==> src/rtl/uart_pkg.sv <==
// Shared UART definitions: serializer state encoding, line levels and width helpers.
package uart_pkg;

    typedef enum logic [2:0] {
        ST_IDLE   = 3'd0,
        ST_START  = 3'd1,
        ST_DATA   = 3'd2,
        ST_PARITY = 3'd3,
        ST_STOP   = 3'd4
    } tx_state_e;

    localparam logic IDLE_LEVEL  = 1'b1;
    localparam logic START_LEVEL = 1'b0;
    localparam logic STOP_LEVEL  = 1'b1;

    // Index width for a range of n values, never narrower than one bit.
    function automatic int clog2w(input int n);
        return (n <= 2) ? 1 : $clog2(n);
    endfunction

    localparam int DEF_CNT_W = clog2w(40);
    localparam int DEF_PTR_W = clog2w(4);

endpackage

==> src/rtl/uart_fifo.sv <==
// Small synchronous FIFO shared by the UART transmit and receive paths.
module uart_fifo
    import uart_pkg::*;
#(
    parameter int WIDTH = 8,
    parameter int DEPTH = 4
) (
    input  logic                   clk,
    input  logic                   rst,
    input  logic                   push,
    input  logic                   pop,
    input  logic [WIDTH-1:0]       din,
    output logic [WIDTH-1:0]       dout,
    output logic [$clog2(DEPTH):0] count,
    output logic                   full,
    output logic                   empty
);

    localparam int PTR_W = clog2w(DEPTH);
    localparam int CNT_W = $clog2(DEPTH) + 1;

    logic [WIDTH-1:0] mem_q [DEPTH];
    logic [PTR_W-1:0] wr_ptr_q, rd_ptr_q;
    logic [CNT_W-1:0] count_q;
    logic             do_push, do_pop;

    assign full    = (count_q == CNT_W'(DEPTH));
    assign empty   = (count_q == '0);
    assign count   = count_q;
    assign dout    = mem_q[rd_ptr_q];
    // Full is judged before any same-edge pop, so a push into a full FIFO is dropped.
    assign do_push = push && !full;
    assign do_pop  = pop && !empty;

    always_ff @(posedge clk) begin
        if (do_push && !rst)
            mem_q[wr_ptr_q] <= din;
    end

    always_ff @(posedge clk) begin
        if (rst) begin
            wr_ptr_q <= '0;
            rd_ptr_q <= '0;
            count_q  <= '0;
        end else begin
            if (do_push)
                wr_ptr_q <= wr_ptr_q + 1'b1;
            if (do_pop)
                rd_ptr_q <= rd_ptr_q + 1'b1;
            case ({do_push, do_pop})
                2'b10:   count_q <= count_q + 1'b1;
                2'b01:   count_q <= count_q - 1'b1;
                default: count_q <= count_q;
            endcase
        end
    end

endmodule

==> src/rtl/uart_tx_buffered.sv <==
// Buffered UART transmitter: FIFO feeding an 8N1 serializer with a registered Tx.
// Define UART_TX_PARITY_EN to insert an even-parity bit between data and stop.
module uart_tx_buffered
    import uart_pkg::*;
#(
    parameter int CLKS_PER_BIT = 40,
    parameter int FIFO_DEPTH   = 4,
    parameter int DATA_BITS    = 8
) (
    input  logic                 clk,
    input  logic                 rst,
    input  logic [DATA_BITS-1:0] w_data,
    input  logic                 we,
    output logic                 full,
    output logic                 tx_empty,
    output logic                 tx_busy,
    output logic                 Tx
);

    localparam int CNT_W = clog2w(CLKS_PER_BIT);
    localparam int BIT_W = clog2w(DATA_BITS);

    tx_state_e                   state_q;
    logic [CNT_W-1:0]            cnt_q;
    logic [BIT_W-1:0]            bit_q;
    logic [DATA_BITS-1:0]        shift_q;
    logic                        tx_q;
`ifdef UART_TX_PARITY_EN
    logic                        parity_q;
`endif

    logic [DATA_BITS-1:0]        fifo_dout;
    logic [$clog2(FIFO_DEPTH):0] fifo_count;
    logic                        fifo_empty, fifo_full;
    logic                        bit_end, pop;

    uart_fifo #(.WIDTH(DATA_BITS), .DEPTH(FIFO_DEPTH)) u_fifo (
        .clk   (clk),
        .rst   (rst),
        .push  (we),
        .pop   (pop),
        .din   (w_data),
        .dout  (fifo_dout),
        .count (fifo_count),
        .full  (fifo_full),
        .empty (fifo_empty)
    );

    assign bit_end  = (cnt_q == CNT_W'(CLKS_PER_BIT - 1));
    // Loads happen from IDLE or on the last stop cycle, giving gap-free back-to-back frames.
    assign pop      = !fifo_empty && ((state_q == ST_IDLE) || (state_q == ST_STOP && bit_end));
    assign full     = fifo_full;
    assign tx_busy  = (state_q != ST_IDLE);
    assign tx_empty = (fifo_count == '0) && (state_q == ST_IDLE);
    assign Tx       = tx_q;

    always_ff @(posedge clk) begin
        if (rst) begin
            state_q  <= ST_IDLE;
            cnt_q    <= '0;
            bit_q    <= '0;
            shift_q  <= '0;
            tx_q     <= IDLE_LEVEL;
`ifdef UART_TX_PARITY_EN
            parity_q <= 1'b0;
`endif
        end else if (pop) begin
            state_q  <= ST_START;
            cnt_q    <= '0;
            shift_q  <= fifo_dout;
            tx_q     <= START_LEVEL;
`ifdef UART_TX_PARITY_EN
            parity_q <= ^fifo_dout;
`endif
        end else if (state_q != ST_IDLE) begin
            cnt_q <= bit_end ? '0 : cnt_q + 1'b1;
            if (bit_end) begin
                case (state_q)
                    ST_START: begin
                        state_q <= ST_DATA;
                        bit_q   <= '0;
                        tx_q    <= shift_q[0];
                    end
                    ST_DATA: begin
                        if (bit_q == BIT_W'(DATA_BITS - 1)) begin
`ifdef UART_TX_PARITY_EN
                            state_q <= ST_PARITY;
                            tx_q    <= parity_q;
`else
                            state_q <= ST_STOP;
                            tx_q    <= STOP_LEVEL;
`endif
                        end else begin
                            bit_q   <= bit_q + 1'b1;
                            shift_q <= shift_q >> 1;
                            tx_q    <= shift_q[1];
                        end
                    end
`ifdef UART_TX_PARITY_EN
                    ST_PARITY: begin
                        state_q <= ST_STOP;
                        tx_q    <= STOP_LEVEL;
                    end
`endif
                    default: begin
                        state_q <= ST_IDLE;
                        tx_q    <= IDLE_LEVEL;
                    end
                endcase
            end
        end
    end

endmodule

==> config.mk <==
export PLATFORM = sky130hd
export DESIGN_NAME = uart_tx_buffered
export DESIGN_NICKNAME = d
export VERILOG_FILES = /design/src/rtl/uart_pkg.sv /design/src/rtl/uart_fifo.sv /design/src/rtl/uart_tx_buffered.sv
export SDC_FILE = /design/constraint.sdc
export NUM_CORES = 1
export LEC_CHECK = 0
export ABC_AREA = 1
export CORE_MARGIN = 1
export CORE_UTILIZATION = 43
export CTS_BUF_LIST = sky130_fd_sc_hd__clkbuf_8
export CTS_CLUSTER_DIAMETER = 200
export CTS_CLUSTER_SIZE = 28
export DETAILED_ROUTE_END_ITERATION = 12
export PLACE_DENSITY = 0.59
export SYNTH_ARGS = -nofsm -noshare
export SYNTH_HDL_FRONTEND = slang
export SYNTH_SLANG_ARGS = --single-unit
==> constraint.sdc <==
create_clock -name clk -period 5.6 [get_ports clk]
set_input_delay 0.56 -clock clk [delete_from_list [all_inputs] [get_ports clk]]
set_output_delay 0.56 -clock clk [all_outputs]
set_load 0.01 [all_outputs]
==> results of run 1 <==
-- state kept, by name, indices dropped and copies added (netlist names), named ones only --
register	cells
state_q	3
shift_q	8
u_fifo.wr_ptr_q	2
u_fifo.rd_ptr_q	2
bit_q	3
u_fifo.count	3
u_fifo.mem_q	32
Tx	1
cnt_q	6
-- power groups by stage --
stage / clock network, mW / registers (mW) / logic, mW
2_1_floorplan: 0 / 0.590 / 0.486
3_3_place_gp: 0 / 0.613 / 0.576
3_5_place_dp: 0 / 0.614 / 0.577
4_1_cts: 0.382 / 0.604 / 0.584
5_1_grt: 0.402 / 0.616 / 0.665
6_report: 0.370 / 0.604 / 0.575
-- cell families (layout without fill, tap and decap cells) --
family / count (synthesis) / count (layout) / share of synthesized area, %
xor+xnor: 2 / 2 / 0.590
buf+inv: 79 / 102 / 11.1
simple gates: 173 / 173 / 26.4
fa+ha+maj: 9 / 9 / 4.05
flops: 62 / 62 / 52.6
compound gates: 30 / 30 / 5.31
-- layer usage --
metal	track usage, %	part of all wire [%]
met5	0	0
met4	6.47	1.1
met3	6.42	3.3
met2	27.3	48
met1	23.6	48
-- stage by stage --
stage | setup WS (ns) | hold WS, ns
2_1_floorplan | 3.46 | 0.422
3_3_place_gp | 2.94 | 0.437
3_5_place_dp | 2.86 | 0.446
4_1_cts | 3.16 | 0.457
5_1_grt | 2.91 | 0.492
6_report | 3.17 | 0.449
-- worst paths after layout --
kind	from	end	slack [ns]	depth (start not counted)
max	cnt_q[0]$_SDFFE_PP0P_	u_fifo.count[2]$_SDFFE_PP0P_	3.17	14
min	u_fifo.count[0]$_SDFFE_PP0P_	u_fifo.count[0]$_SDFFE_PP0P_	0.45	1
min reg2reg	u_fifo.count[0]$_SDFFE_PP0P_	u_fifo.count[0]$_SDFFE_PP0P_	0.45	1
max reg2reg	cnt_q[0]$_SDFFE_PP0P_	u_fifo.count[2]$_SDFFE_PP0P_	3.17	14
-- final cells by class --
class / count / area (sq um) / area share [%]
clock buffers: 9 / 124 / 3.72
clock inverters: 7 / 62.6 / 1.88
inverters: 72 / 270 / 8.11
multi-input cells: 214 / 1080 / 32.4
flip-flops and latches: 62 / 1560 / 46.8
well taps: 77 / 96.3 / 2.89
repair buffers: 14 / 140 / 4.20
-- synth_stat cells --
| cell | number |
|---|---|
| a21oi_1 | 15 |
| nand4_1 | 4 |
| ha_1 | 8 |
| nor2_1 | 35 |
| a21oi_2 | 1 |
| inv_1 | 69 |
| nand2_2 | 6 |
| buf_4 | 1 |
| buf_8 | 1 |
| nor2_4 | 2 |
| clkbuf_1 | 1 |
| nand3_2 | 2 |
| o22ai_1 | 1 |
| dfxtp_1 | 30 |
| edfxtp_1 | 32 |
| nor3_1 | 2 |
| buf_6 | 2 |
| nand3_1 | 31 |
| inv_2 | 3 |
| nand2_4 | 3 |
| o21ai_0 | 12 |
| fa_1 | 1 |
| xor2_1 | 2 |
| buf_2 | 2 |
| o211ai_1 | 1 |
| nand3_4 | 1 |
| nand2_1 | 86 |
| nand3b_1 | 1 |
==> flow_summary.json, run 1 <==
{
  "path_common_cell": "inv_1",
  "hold_viol": 0,
  "critical_path.max_stage_delay_ns": 0.38,
  "rsz0062_at_grt": "no",
  "leakage_nw": 1.50,
  "antenna_found_initial": 0,
  "grt_pass1_vias": 1974,
  "p_sw_mw": 0.625,
  "syn_inst": 355,
  "die_h_um": 85.1,
  "finalCritPeriodShare_pct": 43.4,
  "worst_setup_path_start_kind": "flip-flop",
  "diodes": 0,
  "synth_top_area_cell": "edfxtp_1",
  "end_kind": "flip-flop",
  "utilization_pct": 51.3,
  "ant_nets": 0,
  "synth_fp_nets": 375,
  "path_buf_inv": 3,
  "synth.yosys.seq_area_share_pct": 52.6,
  "status": "finished clean",
  "cts_tree": "done",
  "ys_types": 28,
  "grtUsageTotal_pct": 17.9,
  "dpl.cell_count": 439,
  "post_drt_via_cell_ratio": 4.74,
  "io_pins": 15,
  "final_common_cell": "nand2_1",
  "drive_gt1_share_pct": 8.99,
  "cts_buffer_depth": 2,
  "drt_iter0_drc": 107,
  "placed_cell_area_sq_mm": 0.00315,
  "wl_per_cell_um": 12.4,
  "grt_max_degree": 18,
  "drt_wl_total_um": 5640,
  "max_freq_mhz": 412,
  "crit_family": "adder cells",
  "cts_resized": 0,
  "port_buffers": 14,
  "clockPowerShare_pct": 23.9,
  "postCtsSetupRepairBufs": 0,
  "period_needed_ns": 2.43,
  "internal_power_mw": 0.924,
  "layout_common_cells": "nand2_1 (86), inv_1 (69), nor2_1 (35)",
  "combPwrFrac_pct": 37.1,
  "grt_pass1_wl_um": 9670,
  "die-area_sq_mm": 0.00724,
  "worstPathMaxFanout": 13,
  "crit_slowest_cell": "fa_1",
  "total_power_mw": 1.55,
  "nFillCells": 627,
  "seqPwrFrac_pct": 39.0,
  "synthTopCellsByArea": "edfxtp_1 (32%), dfxtp_1 (20%), nand2_1 (11%)",
  "fin_setup_tns_ns": 0,
  "drc": 0,
  "arrival_ns": 2.67,
  "syn-cell-area_sq_mm": 0.00297,
  "finalSetupViolations": 0,
  "final_area_sq_mm": 0.00333,
  "worstSkewPairLatency_ns": 0.35,
  "maxSlewViolCount": 0,
  "path_cells": "ha_1 -> nand2_1 -> inv_1 -> nand3_1 -> nand2_4 -> nand2_4 -> inv_1 -> ha_1 -> inv_1 -> fa_1 -> a21oi_1 -> o21ai_0 -> o21ai_0 -> a21oi_1",
  "tightest_slew_ns": 0.667,
  "worst_ir_drop_vdd_uv": 227,
  "synth_top_cell_area_share_pct": 32.4,
  "required_ns": 5.84,
  "power_density_mw_per_mm2": 465,
  "dr.pass1.iters": 4,
  "ys_seq_elements": 62,
  "die_x_um": 85.1,
  "yosysWarnings": 0,
  "vias": 2156,
  "crit_type": "flip-flop to flip-flop",
  "relSlewSlack_pct": 55.3,
  "start_util_pct": 45.7,
  "htreeDepth": 3,
  "overflow": 0,
  "avgSynthCellArea_sq_um": 8.36,
  "maxCapViolCount": 0,
  "numCtsBuffers": 9,
  "core-area_sq_mm": 0.00649,
  "hpwl_um": 4130,
  "gp_congestion": 0.788,
  "root_buffer": "clkbuf_8",
  "nets": 393,
  "final_cells": 455,
  "row_count": 29,
  "path_clk_slew_ns": 0.08,
  "finClkSkew_ns": 0.0114,
  "areaGrowthSynthToFinish_pct": 12.3,
  "cts_num_sinks": 62,
  "sw_frac_of_total_pct": 40.3,
  "hold_class": "flip-flop to flip-flop",
  "holdBufCountCts": 0
}
(Power assumes the default switching activity.)
==> run 2, diff against run 1 <==
- PLACE_DENSITY: 0.59 -> 0.62
- clock period: 5.6 -> 2.2 ns (I/O delays scaled with it)
==> run 2 against run 1 <==
Sequential power grew to 2.5 times the previous value. First-iteration DRC count is 56% lower. Hold slack improved by 0.016 ns. Critical path depth did not move. Worst setup slack lost 3.0 ns. Clock skew decreased by 0.0042 ns. Combinational power grew to 2.8 times the previous value. Critical path type unchanged. Critical endpoint unchanged. Highest routed layer unchanged.
==> flow_summary.json, run 2 (synthesized netlist as in run 1, its figures left out) <==
{
  "critical_path.max_stage_delay_ns": 0.40,
  "total_power_mw": 4.01,
  "leakage_nw": 1.54,
  "port_buffers": 14,
  "overflow": 0,
  "die_h_um": 85.1,
  "final_common_cell": "nand2_1",
  "core-area_sq_mm": 0.00649,
  "root_buffer": "clkbuf_8",
  "areaGrowthSynthToFinish_pct": 16.3,
  "cts_num_sinks": 62,
  "worstPathMaxFanout": 3,
  "layout_common_cells": "nand2_1 (86), inv_1 (67), nor2_1 (35)",
  "cts_buffer_depth": 2,
  "largest_register": "u_fifo.mem_q",
  "drc": 0,
  "worst_setup_path_start_kind": "flip-flop",
  "largestRegisters": "u_fifo.mem_q: 32 flops, shift_q: 8 flops, cnt_q: 6 flops",
  "vias": 2197,
  "end_kind": "flip-flop",
  "cts_tree": "done",
  "die-area_sq_mm": 0.00724,
  "relSlewSlack_pct": 67.9,
  "required_ns": 2.42,
  "die_x_um": 85.1,
  "tightest_slew_ns": 0.481,
  "fin_setup_tns_ns": 0,
  "htreeDepth": 3,
  "drt_iter0_drc": 47,
  "finalSetupViolations": 0,
  "start_util_pct": 45.7,
  "path_clk_slew_ns": 0.07,
  "holdBufCountCts": 0,
  "drive_gt1_share_pct": 14.1,
  "hold_class": "flip-flop to flip-flop",
  "diodes": 0,
  "grt_pass1_vias": 2009,
  "worstSkewPairLatency_ns": 0.34,
  "finClkSkew_ns": 0.00720,
  "grt_max_degree": 18,
  "row_count": 29,
  "io_pins": 15,
  "drt_wl_total_um": 5490,
  "nets": 404,
  "crit_slowest_cell": "fa_2",
  "largest_register_ffs": 32,
  "post_drt_via_cell_ratio": 4.71,
  "max_freq_mhz": 496,
  "dr.pass1.iters": 4,
  "path_cells": "ha_4 -> nand2_1 -> inv_1 -> nand3_2 -> nand2_4 -> nand2_4 -> inv_4 -> ha_4 -> inv_2 -> fa_2 -> a21oi_2 -> o21ai_2 -> o21ai_1 -> a21oi_1",
  "hpwl_um": 3740,
  "maxSlewViolCount": 0,
  "worst_ir_drop_vdd_uv": 518,
  "gp_congestion": 0.808,
  "rsz0062_at_grt": "no",
  "grt_pass1_wl_um": 9340,
  "antenna_found_initial": 0,
  "ant_nets": 0,
  "status": "finished clean",
  "hold_viol": 0,
  "period_needed_ns": 2.02,
  "wl_per_cell_um": 11.8,
  "arrival_ns": 2.24,
  "grtUsageTotal_pct": 17.2,
  "numCtsBuffers": 9,
  "maxCapViolCount": 0,
  "finalCritPeriodShare_pct": 91.6,
  "crit_type": "flip-flop to flip-flop",
  "power_density_mw_per_mm2": 1160
}
run 2: worst max-delay path: cells and delay by family (launching register included):
kind                     cells  cell delay [ns]
adder cells (fa/ha/maj)      3             0.65
AO/OA/AOI/OAI                4             0.40
flip-flops                   1             0.37
AND/OR/NAND/NOR              4             0.30
buffers and inverters        3             0.18
run 2: what timing repair did:
action | 4_1_cts | 5_1_grt
endpoints found under the setup margin | 1 | 1
buffers inserted | 0 | 1
gates resized for setup | 4 | 13
pin swaps | 0 | 5
run 2: cell type report:
class | count | area, sq um
Fill cell | 601 | 3040
Sequential cell | 62 | 1570
Multi-Input combinational cell | 214 | 1120
Inverter | 72 | 275
Timing Repair Buffer | 25 | 223
Clock buffer | 9 | 124
Tap cell | 77 | 96.3
Clock inverter | 7 | 50.0
run 2: power breakdown:
part | switching [mW] | leakage, nW | total (mW) | internal (mW)
registers | 0.112 | 0.537 | 1.51 | 1.40
logic | 1.02 | 0.921 | 1.63 | 0.613
clock network | 0.456 | 0.0816 | 0.865 | 0.409
run 2: worst paths after layout:
check	startpoint	end	slack, ns	cells after the start
max reg2reg	cnt_q[1]$_SDFFE_PP0P_	u_fifo.count[2]$_SDFFE_PP0P_	0.18	14
max	cnt_q[1]$_SDFFE_PP0P_	u_fifo.count[2]$_SDFFE_PP0P_	0.18	14
min reg2reg	u_fifo.count[0]$_SDFFE_PP0P_	u_fifo.count[0]$_SDFFE_PP0P_	0.47	1
min	u_fifo.count[0]$_SDFFE_PP0P_	u_fifo.count[0]$_SDFFE_PP0P_	0.47	1
run 2: per-stage QoR:
stage                     hold slack (ns)  instances  util [%]  setup slack [ns]  cell area (sq um)
after global placement              0.437        449      49.6            0.0746               3220
after CTS                           0.453        465      52.4            0.0195               3400
after floorplan                     0.282        355         -            0.0614               2970
final                               0.466        466      53.2             0.185               3450
after detailed placement            0.445        449      49.6           -0.0549               3220
after global routing                0.487        466      53.2            0.0173               3450
run 2: layer usage:
| layer | GRT usage (%) | share of wire, % | vias to the layer above |
|---|---|---|---|
| met5 | 0 | 0 | - |
| met4 | 6.93 | 0.78 | 0 |
| met3 | 5.64 | 2.9 | 2 |
| met2 | 28.2 | 49 | 29 |
| met1 | 20.9 | 47 | 993 |
| li1 | - | - | 1173 |
==> run 3, diff against run 2 <==
- ABC_AREA: 1 -> default
- CAP_MARGIN: default -> 20
- CTS_CLUSTER_DIAMETER: 200 -> default
==> run 3 against run 2 <==
The run now ends with setup timing left. Clock power shrank 4.7%. Combinational power about the same. Critical path depth shrank 3. Routed wire length fell by 7.3%. Worst setup slack got worse by 0.22 ns. Fmax is 9.9% lower. Critical endpoint unchanged.
==> flow_summary.json, run 3 <==
{
  "status": "complete, but fails checks",
  "violations": "setup timing",
  "drive_gt1_share_pct": 25.5,
  "finalSetupViolations": 1,
  "grt_pass1_vias": 1812,
  "power_density_mw_per_mm2": 1170,
  "drc": 0,
  "met2_usage_pct": 25.6,
  "ys_types": 44,
  "maxSlewViolCount": 0,
  "use_met3_pct": 2.98,
  "synth_ff_type": "edfxtp_1",
  "holdPathStages": 2,
  "largestRegisters": "u_fifo.mem_q: 32 flops, shift_q: 8 flops, cnt_q: 6 flops",
  "synthTopCellsByArea": "edfxtp_1 (34%), dfxtp_1 (21%), mux4_2 (6.4%)",
  "required_ns": 2.47,
  "ys_top_cells_by_count": "edfxtp_1 (32), dfxtp_1 (30), nor2_1 (23)",
  "start_util_pct": 44.5,
  "synth_fa_ha_area_share_pct": 4.27,
  "syn_inst": 230,
  "hold_class": "flip-flop to flip-flop",
  "root_buffer": "clkbuf_8",
  "largest_register_ffs": 32,
  "met1_usage_pct": 21.8,
  "grtUsageTotal_pct": 16.7,
  "hpwl_um": 3410,
  "worst_ir_drop_vdd_uv": 633,
  "post_drt_via_cell_ratio": 5.20,
  "setup_ws_ns": -0.0366,
  "r2r_start": "cnt_q[1]$_SDFFE_PP0P_",
  "rr_endpoint": "u_fifo.count[2]$_SDFFE_PP0P_",
  "path_buf_inv": 2,
  "placed_cell_area_sq_mm": 0.00317,
  "row_count": 29,
  "final_area_sq_mm": 0.00336,
  "drt_iter0_drc": 77,
  "ff2ff_setup_slack_ns": -0.04,
  "diodes": 0,
  "critical_path.max_stage_delay_ns": 0.35,
  "finClkSkew_ns": 0.00859,
  "syn-cell-area_sq_mm": 0.00281,
  "vias": 1809,
  "reg2reg_depth": 11,
  "wl_per_cell_um": 14.6,
  "worst_setup_path_start_kind": "flip-flop",
  "io_pins": 15,
  "cts_num_sinks": 62,
  "grt_pass1_wl_um": 8820,
  "worstSkewPairLatency_ns": 0.34,
  "port_buffers": 14,
  "hold_viol": 0,
  "arrival_ns": 2.51,
  "dr.pass1.iters": 6,
  "holdBufCountCts": 0,
  "worstPathMaxFanout": 2,
  "synth.yosys.seq_area_share_pct": 55.6,
  "leakage_nw": 1.20,
  "path_cells": "ha_4 -> and4bb_1 -> a21oi_2 -> or2_4 -> inv_4 -> ha_4 -> inv_2 -> fa_2 -> xor2_1 -> or3_1 -> a21oi_1",
  "total_power_mw": 3.94,
  "crit_type": "flip-flop to flip-flop",
  "ys_seq_elements": 62,
  "crit_slowest_cell": "dfxtp_2",
  "synthSimpleGateAreaFrac_pct": 14.4,
  "rsz0062_at_grt": "yes",
  "avgSynthCellArea_sq_um": 12.2,
  "areaGrowthSynthToFinish_pct": 19.4,
  "tightest_slew_ns": 0.539,
  "max_freq_mhz": 447,
  "path_clk_slew_ns": 0.07,
  "finalCritPeriodShare_pct": 102,
  "drt_wl_total_um": 5090,
  "synth_top_area_cell": "edfxtp_1",
  "layout_common_cells": "edfxtp_1 (32), dfxtp_1 (26), buf_4 (24)",
  "utilization_pct": 53.2,
  "cts_buffer_depth": 2,
  "cts_tree": "done",
  "grt_max_degree": 31,
  "period_needed_ns": 2.24,
  "hp-start": "bit_q[2]$_SDFFE_PP0P_",
  "synthArstFlopShare_pct": 0,
  "die_h_um": 82.8,
  "gp_congestion": 0.722,
  "relSlewSlack_pct": 64.0,
  "die_x_um": 82.8,
  "die-area_sq_mm": 0.00686,
  "maxCapViolCount": 0,
  "pre_cts_slack_ns": -0.0959,
  "htreeDepth": 3,
  "antenna_found_initial": 0,
  "core-area_sq_mm": 0.00631,
  "grt.busiest_layer": "met2",
  "nets": 286,
  "ant_nets": 0,
  "numCtsBuffers": 9,
  "muxShareOfSynthArea_pct": 7.52,
  "synthXorXnorAreaFrac_pct": 2.18,
  "synth_compound_area_share_pct": 11.1,
  "synth_top_cell_area_share_pct": 34.2,
  "largest_register": "u_fifo.mem_q",
  "overflow": 0,
  "crit_family": "simple AND/OR/NAND/NOR gates",
  "synth_fp_nets": 250,
  "path_common_cell": "ha_4",
  "end_kind": "flip-flop",
  "hold_path_end": "bit_q[2]$_SDFFE_PP0P_",
  "synth_most_common_cell": "edfxtp_1",
  "yosysWarnings": 0,
  "synth-edff-count": 32,
  "synth_top_family_by_area": "simple AND/OR/NAND/NOR gates",
  "final_common_cell": "edfxtp_1"
}
[run 3: cell types whose count changed in the layout (fill, tap and decap cells not counted), sizes merged, moves of 6 or more]
cell,previous run,this run
nand2,95,6
inv,73,19
nand3,34,3
nor3,2,17
nor2,37,23
buf,11,24
mux4,0,8
a2111oi,0,7
a22o,0,7
o21ai,12,5
a21oi,16,10
and2,0,6
[run 3: cell families (layout without fill, tap and decap cells)]
group | count (synthesis) | after routing
multiplexers | 11 | 11
XOR/XNOR | 7 | 7
flip-flops | 62 | 62
buffers and inverters | 30 | 71
adder cells (fa/ha/maj) | 9 | 9
AND/OR/NAND/NOR | 74 | 74
AO/OA/AOI/OAI | 37 | 37
[run 3: per-layer routing]
layer,vias up,part of all wire (%)
met4,0,2.6
met1,859,49
li1,916,-
met3,11,2.5
met5,-,0
met2,23,46
[run 3: where the power goes]
part           switching [mW]  leakage, nW  internal, mW
registers               0.116        0.537          1.38
clock network           0.434       0.0888         0.390
logic                   0.784        0.579         0.835
total                    1.33         1.20          2.61
[run 3: worst max-delay path by stage]
| stage | startpoint | end | cells past startpoint |
|---|---|---|---|
| floorplan | u_fifo.count[0]$_SDFFE_PP0P_ | u_fifo.count[2]$_SDFFE_PP0P_ | 11 |
| global placement | cnt_q[1]$_SDFFE_PP0P_ | u_fifo.count[2]$_SDFFE_PP0P_ | 11 |
| detailed placement | cnt_q[1]$_SDFFE_PP0P_ | u_fifo.count[2]$_SDFFE_PP0P_ | 11 |
| CTS | cnt_q[1]$_SDFFE_PP0P_ | u_fifo.count[2]$_SDFFE_PP0P_ | 11 |
| global route | cnt_q[1]$_SDFFE_PP0P_ | u_fifo.count[2]$_SDFFE_PP0P_ | 11 |
| finish | cnt_q[1]$_SDFFE_PP0P_ | u_fifo.count[2]$_SDFFE_PP0P_ | 11 |
[run 3: through the flow]
stage | hold WS (ns) | std cells | TNS, ns
after floorplan | 0.319 | 230 | -0.123
after global placement | 0.460 | 330 | -0.0494
after detailed placement | 0.467 | 330 | -0.0959
after CTS | 0.477 | 346 | -0.0806
after global routing | 0.501 | 348 | -0.159
final | 0.478 | 348 | -0.0366
[run 3: layout make-up]
class / instances / area, sq um
Clock buffer: 9 / 124
Fill cell: 555 / 2960
Sequential cell: 62 / 1570
Multi-Input combinational cell: 138 / 1150
Timing Repair Buffer: 38 / 320
Tap cell: 77 / 96.3
Inverter: 17 / 66.3
Clock inverter: 7 / 33.8
[run 3: worst reg2reg max path: stages (launching register included)]
cell      delay [ns]
dfxtp_2         0.35
ha_4            0.13
and4bb_1        0.24
a21oi_2         0.07
or2_4           0.25
inv_4           0.06
ha_4            0.12
inv_2           0.03
fa_2            0.34
xor2_1          0.15
or3_1           0.31
a21oi_1         0.12
[run 3: timing repair]
item,4_1_cts,5_1_grt
endpoints found under the hold margin,0,0
pin swaps,1,0
setup buffers,0,2
gates resized for setup,1,1
setup endpoints to repair,1,2
